**config.mk**
```make
export PLATFORM = sky130hd
export DESIGN_NAME = lp_frame_tx
export DESIGN_NICKNAME = d
export VERILOG_FILES = /design/src/rtl/lp_pkg.sv /design/src/rtl/lp_cfg_regfile.sv /design/src/rtl/lp_frame_tx.sv
export SDC_FILE = /design/constraint.sdc
export NUM_CORES = 1
export LEC_CHECK = 0
export ABC_AREA = 1
export CAP_MARGIN = 20
export CORE_MARGIN = 5
export CORE_UTILIZATION = 35
export DETAILED_ROUTE_END_ITERATION = 8
export PLACE_DENSITY = 0.59
export RECOVER_POWER = 25
export SLEW_MARGIN = 25
export SYNTH_ARGS = -nofsm -noshare
export SYNTH_HDL_FRONTEND = slang
export SYNTH_SLANG_ARGS = --single-unit
```
**constraint.sdc**
```tcl
create_clock -name clk -period 4.4 [get_ports clk]
set_input_delay 0.44 -clock clk [delete_from_list [all_inputs] [get_ports clk]]
set_output_delay 0.44 -clock clk [all_outputs]
set_load 0.005 [all_outputs]
```
**src/rtl/lp_pkg.sv**
```systemverilog
// -----------------------------------------------------------------------------
// lp_pkg
// Shared definitions for the LP solver frame transmitter.
//   LP_A_W / LP_B_W : coefficient and bound widths of one frame row
//   lp_row_t        : one stored row {a1, a2, b}, raw signed bit copies
//   lp_tx_state_e   : transmitter FSM states
//   sat_inc16       : saturating 16-bit increment used by the statistics
//                     counters (only referenced when LP_TX_STATS_EN is defined)
// -----------------------------------------------------------------------------
package lp_pkg;

    localparam int LP_A_W = 6;
    localparam int LP_B_W = 12;

    typedef struct packed {
        logic signed [LP_A_W-1:0] a1;
        logic signed [LP_A_W-1:0] a2;
        logic signed [LP_B_W-1:0] b;
    } lp_row_t;

    localparam lp_row_t LP_ROW_ZERO = {6'd0, 6'd0, 12'd0};

    typedef enum logic [1:0] {
        IDLE = 2'd0,
        SEND = 2'd1,
        WAIT = 2'd2,
        HOLD = 2'd3
    } lp_tx_state_e;

    function automatic logic [15:0] sat_inc16(input logic [15:0] v);
        logic [15:0] r;
        if (v == 16'hFFFF) begin
            r = v;
        end else begin
            r = v + 16'd1;
        end
        return r;
    endfunction

endpackage

```
**src/rtl/lp_cfg_regfile.sv**
```systemverilog
// -----------------------------------------------------------------------------
// lp_cfg_regfile
// (MAX_CONS+1) x lp_row_t slot storage. Slot 0 holds the objective, slots
// 1..MAX_CONS hold constraint rows.
// Ports:
//   clk, rst         : clock, synchronous active-high clear of every slot
//   we, wr_addr,     : synchronous write port; indices above MAX_CONS are
//   wr_row             dropped
//   rd_addr, rd_row  : combinational read port; out-of-range reads give zero
// -----------------------------------------------------------------------------
module lp_cfg_regfile
    import lp_pkg::*;
#(
    parameter  int MAX_CONS = 8,
    localparam int AW       = $clog2(MAX_CONS + 1)
)(
    input  logic          clk,
    input  logic          rst,
    input  logic          we,
    input  logic [AW-1:0] wr_addr,
    input  lp_row_t       wr_row,
    input  logic [AW-1:0] rd_addr,
    output lp_row_t       rd_row
);

    localparam logic [AW-1:0] MAX_IDX = AW'(MAX_CONS);

    lp_row_t slots_r [MAX_CONS+1];

    // Slot storage: cleared by reset, otherwise takes in-range writes.
    always_ff @(posedge clk) begin
        if (rst) begin
            for (int i = 0; i <= MAX_CONS; i++) begin
                slots_r[i] <= LP_ROW_ZERO;
            end
        end else if (we && (wr_addr <= MAX_IDX)) begin
            slots_r[wr_addr] <= wr_row;
        end
    end

    // Combinational read port with a guard against unused index codes.
    always_comb begin
        if (rd_addr <= MAX_IDX) begin
            rd_row = slots_r[rd_addr];
        end else begin
            rd_row = LP_ROW_ZERO;
        end
    end

endmodule

```
**src/rtl/lp_frame_tx.sv**
```systemverilog
// -----------------------------------------------------------------------------
// lp_frame_tx
// Transmit side of the LP solver frame interface. The host fills slot 0
// (objective) and slots 1..MAX_CONS (constraints), then pulses start with a
// constraint count. One frame of cfg_num+1 beats is serialised onto lp_in_*,
// the solver result (or a timeout) is captured and offered on res_* under a
// valid/ready handshake.
// Ports:
//   clk, rst                       : clock, synchronous active-high reset
//   cfg_we, cfg_addr, cfg_a1/a2/b  : slot write, accepted only while idle
//   cfg_num, start                 : frame launch, count must be 1..MAX_CONS
//   busy                           : high from the first beat to handshake end
//   lp_in_valid, lp_in_a1/a2/b     : frame beats towards the solver
//   lp_out_valid, lp_out_max_value : solver result strobe and value
//   res_valid, res_value,          : captured result, timeout flag,
//   res_timeout, res_ready           host handshake
// Build option: define LP_TX_STATS_EN to add stat_frames (completed
// handshakes) and stat_stray (lp_out_valid seen outside WAIT), both 16-bit
// saturating counters.
// All outputs are registered.
// -----------------------------------------------------------------------------
module lp_frame_tx
    import lp_pkg::*;
#(
    parameter  int MAX_CONS = 8,
    parameter  int TIMEOUT  = 2**24 - 1,
    parameter  int TO_W     = 24,
    localparam int AW       = $clog2(MAX_CONS + 1)
)(
    input  logic                     clk,
    input  logic                     rst,
    input  logic                     cfg_we,
    input  logic [AW-1:0]            cfg_addr,
    input  logic signed [LP_A_W-1:0] cfg_a1,
    input  logic signed [LP_A_W-1:0] cfg_a2,
    input  logic signed [LP_B_W-1:0] cfg_b,
    input  logic [AW-1:0]            cfg_num,
    input  logic                     start,
    output logic                     busy,
    output logic                     lp_in_valid,
    output logic signed [LP_A_W-1:0] lp_in_a1,
    output logic signed [LP_A_W-1:0] lp_in_a2,
    output logic signed [LP_B_W-1:0] lp_in_b,
    input  logic                     lp_out_valid,
    input  logic signed [LP_B_W-1:0] lp_out_max_value,
    output logic                     res_valid,
    output logic signed [LP_B_W-1:0] res_value,
    output logic                     res_timeout,
    input  logic                     res_ready
`ifdef LP_TX_STATS_EN
    ,
    output logic [15:0]              stat_frames,
    output logic [15:0]              stat_stray
`endif
);

    localparam logic [AW-1:0]   MAX_IDX = AW'(MAX_CONS);
    localparam logic [AW-1:0]   ONE_IDX = AW'(1'b1);
    localparam logic [TO_W-1:0] TO_LAST = TO_W'(TIMEOUT - 1);
    localparam logic [TO_W-1:0] TO_SAT  = {TO_W{1'b1}};

    lp_tx_state_e              state_r, state_nxt_s;
    logic [AW-1:0]             num_r, num_nxt_s;
    logic [AW-1:0]             beat_r, beat_nxt_s;
    logic [TO_W-1:0]           to_cnt_r, to_cnt_nxt_s;
    logic                      busy_r;
    logic                      in_valid_r, in_valid_nxt_s;
    lp_row_t                   in_row_r, in_row_nxt_s;
    logic                      res_valid_r, res_valid_nxt_s;
    logic signed [LP_B_W-1:0]  res_value_r, res_value_nxt_s;
    logic                      res_timeout_r, res_timeout_nxt_s;

    logic                      wr_en_s;
    lp_row_t                   wr_row_s;
    logic [AW-1:0]             rd_addr_s;
    lp_row_t                   rd_row_s;
    logic signed [LP_A_W-1:0]  beat0_a1_s, beat0_a2_s;

    assign wr_en_s  = cfg_we && (state_r == IDLE);
    assign wr_row_s = {cfg_a1, cfg_a2, cfg_b};

    lp_cfg_regfile #(
        .MAX_CONS (MAX_CONS)
    ) u_regfile (
        .clk     (clk),
        .rst     (rst),
        .we      (wr_en_s),
        .wr_addr (cfg_addr),
        .wr_row  (wr_row_s),
        .rd_addr (rd_addr_s),
        .rd_row  (rd_row_s)
    );

    // Read address: slot 0 while idle (beat 0), the next slot while sending.
    always_comb begin
        if (state_r == SEND) begin
            rd_addr_s = beat_r + ONE_IDX;
        end else begin
            rd_addr_s = {AW{1'b0}};
        end
    end

    // Beat 0 is loaded on the same edge that writes the slot, so a
    // simultaneous write to slot 0 is forwarded to keep write-before-start.
    always_comb begin
        if (cfg_we && (cfg_addr == {AW{1'b0}})) begin
            beat0_a1_s = cfg_a1;
            beat0_a2_s = cfg_a2;
        end else begin
            beat0_a1_s = rd_row_s.a1;
            beat0_a2_s = rd_row_s.a2;
        end
    end

    // Next-state and next-output logic for the frame FSM.
    always_comb begin
        state_nxt_s       = state_r;
        num_nxt_s         = num_r;
        beat_nxt_s        = beat_r;
        to_cnt_nxt_s      = to_cnt_r;
        in_valid_nxt_s    = 1'b0;
        in_row_nxt_s      = LP_ROW_ZERO;
        res_valid_nxt_s   = res_valid_r;
        res_value_nxt_s   = res_value_r;
        res_timeout_nxt_s = res_timeout_r;
        case (state_r)
            IDLE: begin
                if (start && (cfg_num != {AW{1'b0}}) && (cfg_num <= MAX_IDX)) begin
                    state_nxt_s     = SEND;
                    num_nxt_s       = cfg_num;
                    beat_nxt_s      = {AW{1'b0}};
                    in_valid_nxt_s  = 1'b1;
                    in_row_nxt_s.a1 = beat0_a1_s;
                    in_row_nxt_s.a2 = beat0_a2_s;
                end else begin
                    state_nxt_s = IDLE;
                end
            end
            SEND: begin
                // beat_r is the index currently on the bus.
                if (beat_r == num_r) begin
                    state_nxt_s  = WAIT;
                    to_cnt_nxt_s = {TO_W{1'b0}};
                end else begin
                    beat_nxt_s     = beat_r + ONE_IDX;
                    in_valid_nxt_s = 1'b1;
                    in_row_nxt_s   = rd_row_s;
                end
            end
            WAIT: begin
                // A result on the final counted cycle still beats the timeout.
                if (lp_out_valid) begin
                    state_nxt_s       = HOLD;
                    res_valid_nxt_s   = 1'b1;
                    res_value_nxt_s   = lp_out_max_value;
                    res_timeout_nxt_s = 1'b0;
                end else if (to_cnt_r == TO_LAST) begin
                    state_nxt_s       = HOLD;
                    res_valid_nxt_s   = 1'b1;
                    res_value_nxt_s   = 12'sd0;
                    res_timeout_nxt_s = 1'b1;
                end else if (to_cnt_r != TO_SAT) begin
                    to_cnt_nxt_s = to_cnt_r + {{(TO_W-1){1'b0}}, 1'b1};
                end else begin
                    to_cnt_nxt_s = to_cnt_r;
                end
            end
            HOLD: begin
                if (res_ready) begin
                    state_nxt_s     = IDLE;
                    res_valid_nxt_s = 1'b0;
                end else begin
                    state_nxt_s = HOLD;
                end
            end
            default: begin
                state_nxt_s = IDLE;
            end
        endcase
    end

    // State, counters and registered outputs.
    always_ff @(posedge clk) begin
        if (rst) begin
            state_r       <= IDLE;
            num_r         <= {AW{1'b0}};
            beat_r        <= {AW{1'b0}};
            to_cnt_r      <= {TO_W{1'b0}};
            busy_r        <= 1'b0;
            in_valid_r    <= 1'b0;
            in_row_r      <= LP_ROW_ZERO;
            res_valid_r   <= 1'b0;
            res_value_r   <= 12'sd0;
            res_timeout_r <= 1'b0;
        end else begin
            state_r       <= state_nxt_s;
            num_r         <= num_nxt_s;
            beat_r        <= beat_nxt_s;
            to_cnt_r      <= to_cnt_nxt_s;
            busy_r        <= (state_nxt_s != IDLE);
            in_valid_r    <= in_valid_nxt_s;
            in_row_r      <= in_row_nxt_s;
            res_valid_r   <= res_valid_nxt_s;
            res_value_r   <= res_value_nxt_s;
            res_timeout_r <= res_timeout_nxt_s;
        end
    end

    assign busy        = busy_r;
    assign lp_in_valid = in_valid_r;
    assign lp_in_a1    = in_row_r.a1;
    assign lp_in_a2    = in_row_r.a2;
    assign lp_in_b     = in_row_r.b;
    assign res_valid   = res_valid_r;
    assign res_value   = res_value_r;
    assign res_timeout = res_timeout_r;

`ifdef LP_TX_STATS_EN
    logic [15:0] stat_frames_r;
    logic [15:0] stat_stray_r;

    // Saturating counters of completed handshakes and stray result strobes.
    always_ff @(posedge clk) begin
        if (rst) begin
            stat_frames_r <= 16'd0;
            stat_stray_r  <= 16'd0;
        end else begin
            if ((state_r == HOLD) && res_ready) begin
                stat_frames_r <= sat_inc16(stat_frames_r);
            end
            if (lp_out_valid && (state_r != WAIT)) begin
                stat_stray_r <= sat_inc16(stat_stray_r);
            end
        end
    end

    assign stat_frames = stat_frames_r;
    assign stat_stray  = stat_stray_r;
`endif

endmodule

```
# Word level (Yosys, flattened, before mapping)
# Memories as Yosys holds them, arrays and structs flattened.
# Index checks and enable logic that the tools add are counted.
[word_totals]
output_inout_bits = 40
ramBits = 216
elab_cells = 93
reg_bits = 74
in_bits = 50
mem_count = 1
[classes]
eq_ne = 14
order_cmp = 3
bitwise = 2
muxes = 39
addsub = 2
reduce_logical = 20
[memory_table]
columns = ["name", "words", "word_bits", "rd", "rd_clocked_by_memory_dff", "wr", "line", "text"]
rows = [
  ["u_regfile.slots_r", 9, 24, 1, 0, 9, "lp_cfg_regfile.sv:28", "lp_row_t slots_r [MAX_CONS+1];"],
]
[ops]
columns = ["op", "count"]
rows = [
  ["$mux W24", 7],
  ["$pmux W24 S2", 1],
  ["$mux W12", 3],
  ["$add A24 B1 Y24 const B", 1],
  ["$eq A24 B24 Y1 const B", 1],
  ["$ne A24 B24 Y1 const B", 1],
  ["$pmux W12 S2", 1],
  ["$reduce_or A24 Y1", 1],
  ["$mux W4", 4],
  ["$mux W1", 13],
  ["$le A4 B4 Y1 const B", 3],
  ["$mux W6", 2],
  ["$ne A2 B2 Y1 const B", 5],
  ["$reduce_bool A2 Y1", 5],
  ["$mux W2", 4],
  ["$pmux W2 S4", 1],
  ["$pmux W4 S2", 1],
  ["$reduce_and A3 Y1", 2],
  ["$logic_and A1 B1 Y1", 5],
  ["$reduce_and A5 Y1", 1],
  ["$add A4 B1 Y4 const B", 1],
  ["$eq A2 B2 Y1 const B", 2],
  ["$eq A4 B4 Y1", 1],
  ["$logic_not A4 Y1", 1],
  ["9 further kinds", 13],
]

# Depth between registers and ports, before layout
[logic_depth]
ltp_word = 8
depth_mapped = 12
mapped_depth_nobuf = 10

# Hierarchy
# A second synthesis with hierarchy kept.
[unflattened]
cells_unflattened = 1607
area_unflattened_um2 = 13827.0
[by_module_without_submodules]
columns = ["mod", "area_per_inst_um2", "cells_each", "instances", "seq_area_each_um2"]
rows = [
  ["lp_cfg_regfile", 10153.5, 1086, 1, 6486.2],
  ["lp_frame_tx", 3673.5, 521, 1, 1481.4],
]

# Least setup slack after synthesis
# OpenSTA, ideal clock, no wires.
[synth_path]
path_type = "in2reg"
startpoint = "input port rst"
endpoint = "memory u_regfile.slots_r[1][0] in the netlist's numbering (enable)"
arrival_ns = 2.104
setup_ns = 0.381
n_path_buf = 1
slack_ns = 1.915
cell_stages = 6
t_required_ns = 4.019
cell_sequence = "nor2_4 -> nand2_2 -> o31ai_4 -> nand4_4 -> buf_6 -> nand2_1"
[synth_rtl]
columns = ["item", "line", "text"]
rows = [
  ["start, declared", "lp_frame_tx.sv:31", "input logic rst,"],
  ["end, declared", "lp_cfg_regfile.sv:28", ""],
]

==> results.ini <==
[run_status]
run_status = finished, violations left
failed_checks = capacitance limit, slew limit

[clocking]
clk_path_buf_depth = 3
insertion_delay_ns = 0.54
cts_sinks = 290
htree_levels = 2
hold_buffers = 0
cts.clk_slew.worst_paths_ns = 0.06
tritoncts = built
clockRootBuffer = clkbuf_16
post_cts_buffers = 0
ctsResizeCount = 0
cts_made_buffers = 34

[sta]
tightest_slew_ns = 1.59
setup_tns_ns = 0
period_share_pct = 78.8
hold_violations = 0
fin_worst_skew_ns = 0.0272
rsz0062_at_grt = false
slew_violations = 26
setup_ws_ns = 0.932
hold_ws_ns = 0.346
fmax_mhz = 288
setup_viol = 0
slew_headroom_pct = -6.06
period_needed_ns = 3.47

[grt]
grt_pass1_vias = 10767
grt_util_all_layers_pct = 18.4
grt_overflow = 0
grt_antenna_before_repair = 1
grt_pass1_wl_um = 60900
grt_max_degree = 57

[place]
portBuffers = 89
place_hpwl_um = 25800
place_ws_ns = 1.24
place.gp.congestion = 0.868
dp_cells = 2105

[worst_setup_path]
worstSetupEndpointType = register
criticalPathCategory = reg -> reg
cpMostUsedCell = nand2_1
rr_startpoint = state_r[1]$_SDFF_PP0_
critPathMaxStageDelay_ns = 1.15
crit_chain = nor2_1 -> nand2_1 -> nor2_1 -> nand2_1 -> clkbuf_1 -> nand2_1 -> buf_4
cp_slowest_cell = clkbuf_1
worst-path-buf-inv = 2
startpoint = state_r[1]$_SDFF_PP0_
worst_path_dominant_cell_family = buffers and inverters
critPathMaxFanout = 25
required_ns = 4.64
cp.arrival_ns = 3.71
cp-start-kind = register

[floorplanning]
fp.dieW_um = 206
rows = 72
dieHeight_um = 206
initial_core_util_pct = 35.1
dieArea_um2 = 42600
core_area_um2 = 38500
ios = 90

[min_path]
hold_path.startpoint = rst
min_path_type = in -> reg

[synth]
ys_seq_elements = 290
ys_top_cells_by_area = edfxtp_1 (48%), nand2_1 (11%), dfxtp_1 (11%), nor2_1 (9.0%), nand3_1 (5.8%)
ys_warn_count = 0
async_reset_ff_share_pct = 0
postSynthAreaPerCell_um2 = 8.76
syn_nets = 1596
synth_top_area_share_pct = 48.0
ys_seq_area_share_pct = 59.0
synthCells = 1543
synth.distinct_cells = 34
syn_area_um2 = 13500
ys.flop_type = edfxtp_1
synth_top_cell_by_area = edfxtp_1
synth-edff-count = 216

[layout]
layout-drive-gt1-share_pct = 6.80
layout.nets = 1676
layout.cells.non_filler = 2166
area_delta_synth_final_pct = 18.6

[detailed_routing]
dr.pass1.iters = 5
dr.first_iter.drc_count = 954
antenna_left = 0
drc = 0
wire_per_inst_um = 18.1
vias = 10894
via_per_inst = 5.03
routed_wl_um = 39200

[power]
power_density_nw_per_um2 = 410
total_leakage_power_nw = 6.14
ir_worst_vdd_v = 0.000265
power.total_mw = 6.57

[flow_run]
cap_violations = 1

==> final timing paths <==
path                                            to  slack (ns)  depth (start not counted)
min reg2reg               res_timeout$_SDFFE_PP0P_        0.46                          2
max reg2reg  u_regfile.slots_r[4][3]$_SDFFCE_PN0P_        0.93                          7
max          u_regfile.slots_r[4][3]$_SDFFCE_PN0P_        0.93                          7
min                         lp_in_a1[2]$_SDFF_PP0_        0.35                          4
==> synthesized netlist by cell type (all sizes together), types with 22 or more instances <==
master  instances
dfxtp          74
clkbuf         39
edfxtp        216
buf            39
clkinv         26
nand2         404
inv            73
nand3         160
o21ai          36
o211ai         22
a21oi          62
nor2          333
==> layout make-up <==
cell class,count,area [um^2]
Tap cell,518,648
Clock buffer,47,931
Sequential cell,290,7970
Clock inverter,13,174
Timing Repair Buffer,122,1140
Fill cell,3833,22400
Multi-Input combinational cell,1076,4790
Antenna cell,1,2.50
Inverter,99,372
==> worst reg2reg max path: stages, from the launching register on <==
cell,delay [ns]
dfxtp_1,0.42
nor2_1,0.19
nand2_1,0.26
nor2_1,0.12
nand2_1,0.07
clkbuf_1,1.15
nand2_1,0.52
buf_4,0.42
==> per-stage QoR <==
stage,cell area (um^2),utilization [%]
floorplan,13500,-
global placement,14900,38.8
detailed placement,14900,38.8
CTS,16000,41.7
global route,16000,41.7
finish,16000,41.7
==> logic make-up (layout without fill, tap and decap cells) <==
logic type               count (synthesis)  in the layout  synth area share [%]
AO/OA/AOI/OAI                          138            138                  5.84
XOR/XNOR                                12             12                 0.778
flip-flops                             290            290                  59.0
AND/OR/NAND/NOR                        923            923                  28.5
other                                    0              1                     0
buffers and inverters                  177            281                  5.61
adder cells (fa/ha/maj)                  3              3                 0.278
==> routing by layer <==
layer	up-vias	global-route usage [%]	share of wire, %
li1	5247	-	-
met1	5165	24.8	42
met2	397	29.9	47
met3	85	3.08	7.1
met4	0	7.08	3.3
met5	-	0	0
==> where the power goes <==
group	total, mW	internal [mW]	leakage (nW)	switching [mW]
Clock	2.85	1.72	0.528	1.13
Combinational	0.645	0.191	2.79	0.454
Sequential	3.07	3.03	2.83	0.0389
Total	6.57	4.94	6.14	1.63
==> flip-flops by register name, indices dropped and copies added (netlist names), 4 cells and up <==
register	cells
u_regfile.slots_r	216
to_cnt_r	24
lp_in_b	12
res_value	12
lp_in_a1	6
lp_in_a2	6
beat_r	4
num_r	4
==> placed cells by master, fill, tap and decap left out, types with 35 or more instances in the layout <==
cell,instances
dlygate4sd3_1,43
o21ai_0,35
clkbuf_16,35
nand2_1,402
nor2_1,325
clkdlybuf4s50_1,45
nand3_1,157
a21oi_1,62
edfxtp_1,216
inv_1,68
dfxtp_1,74
Note: power is estimated with default switching activity, not from simulation.
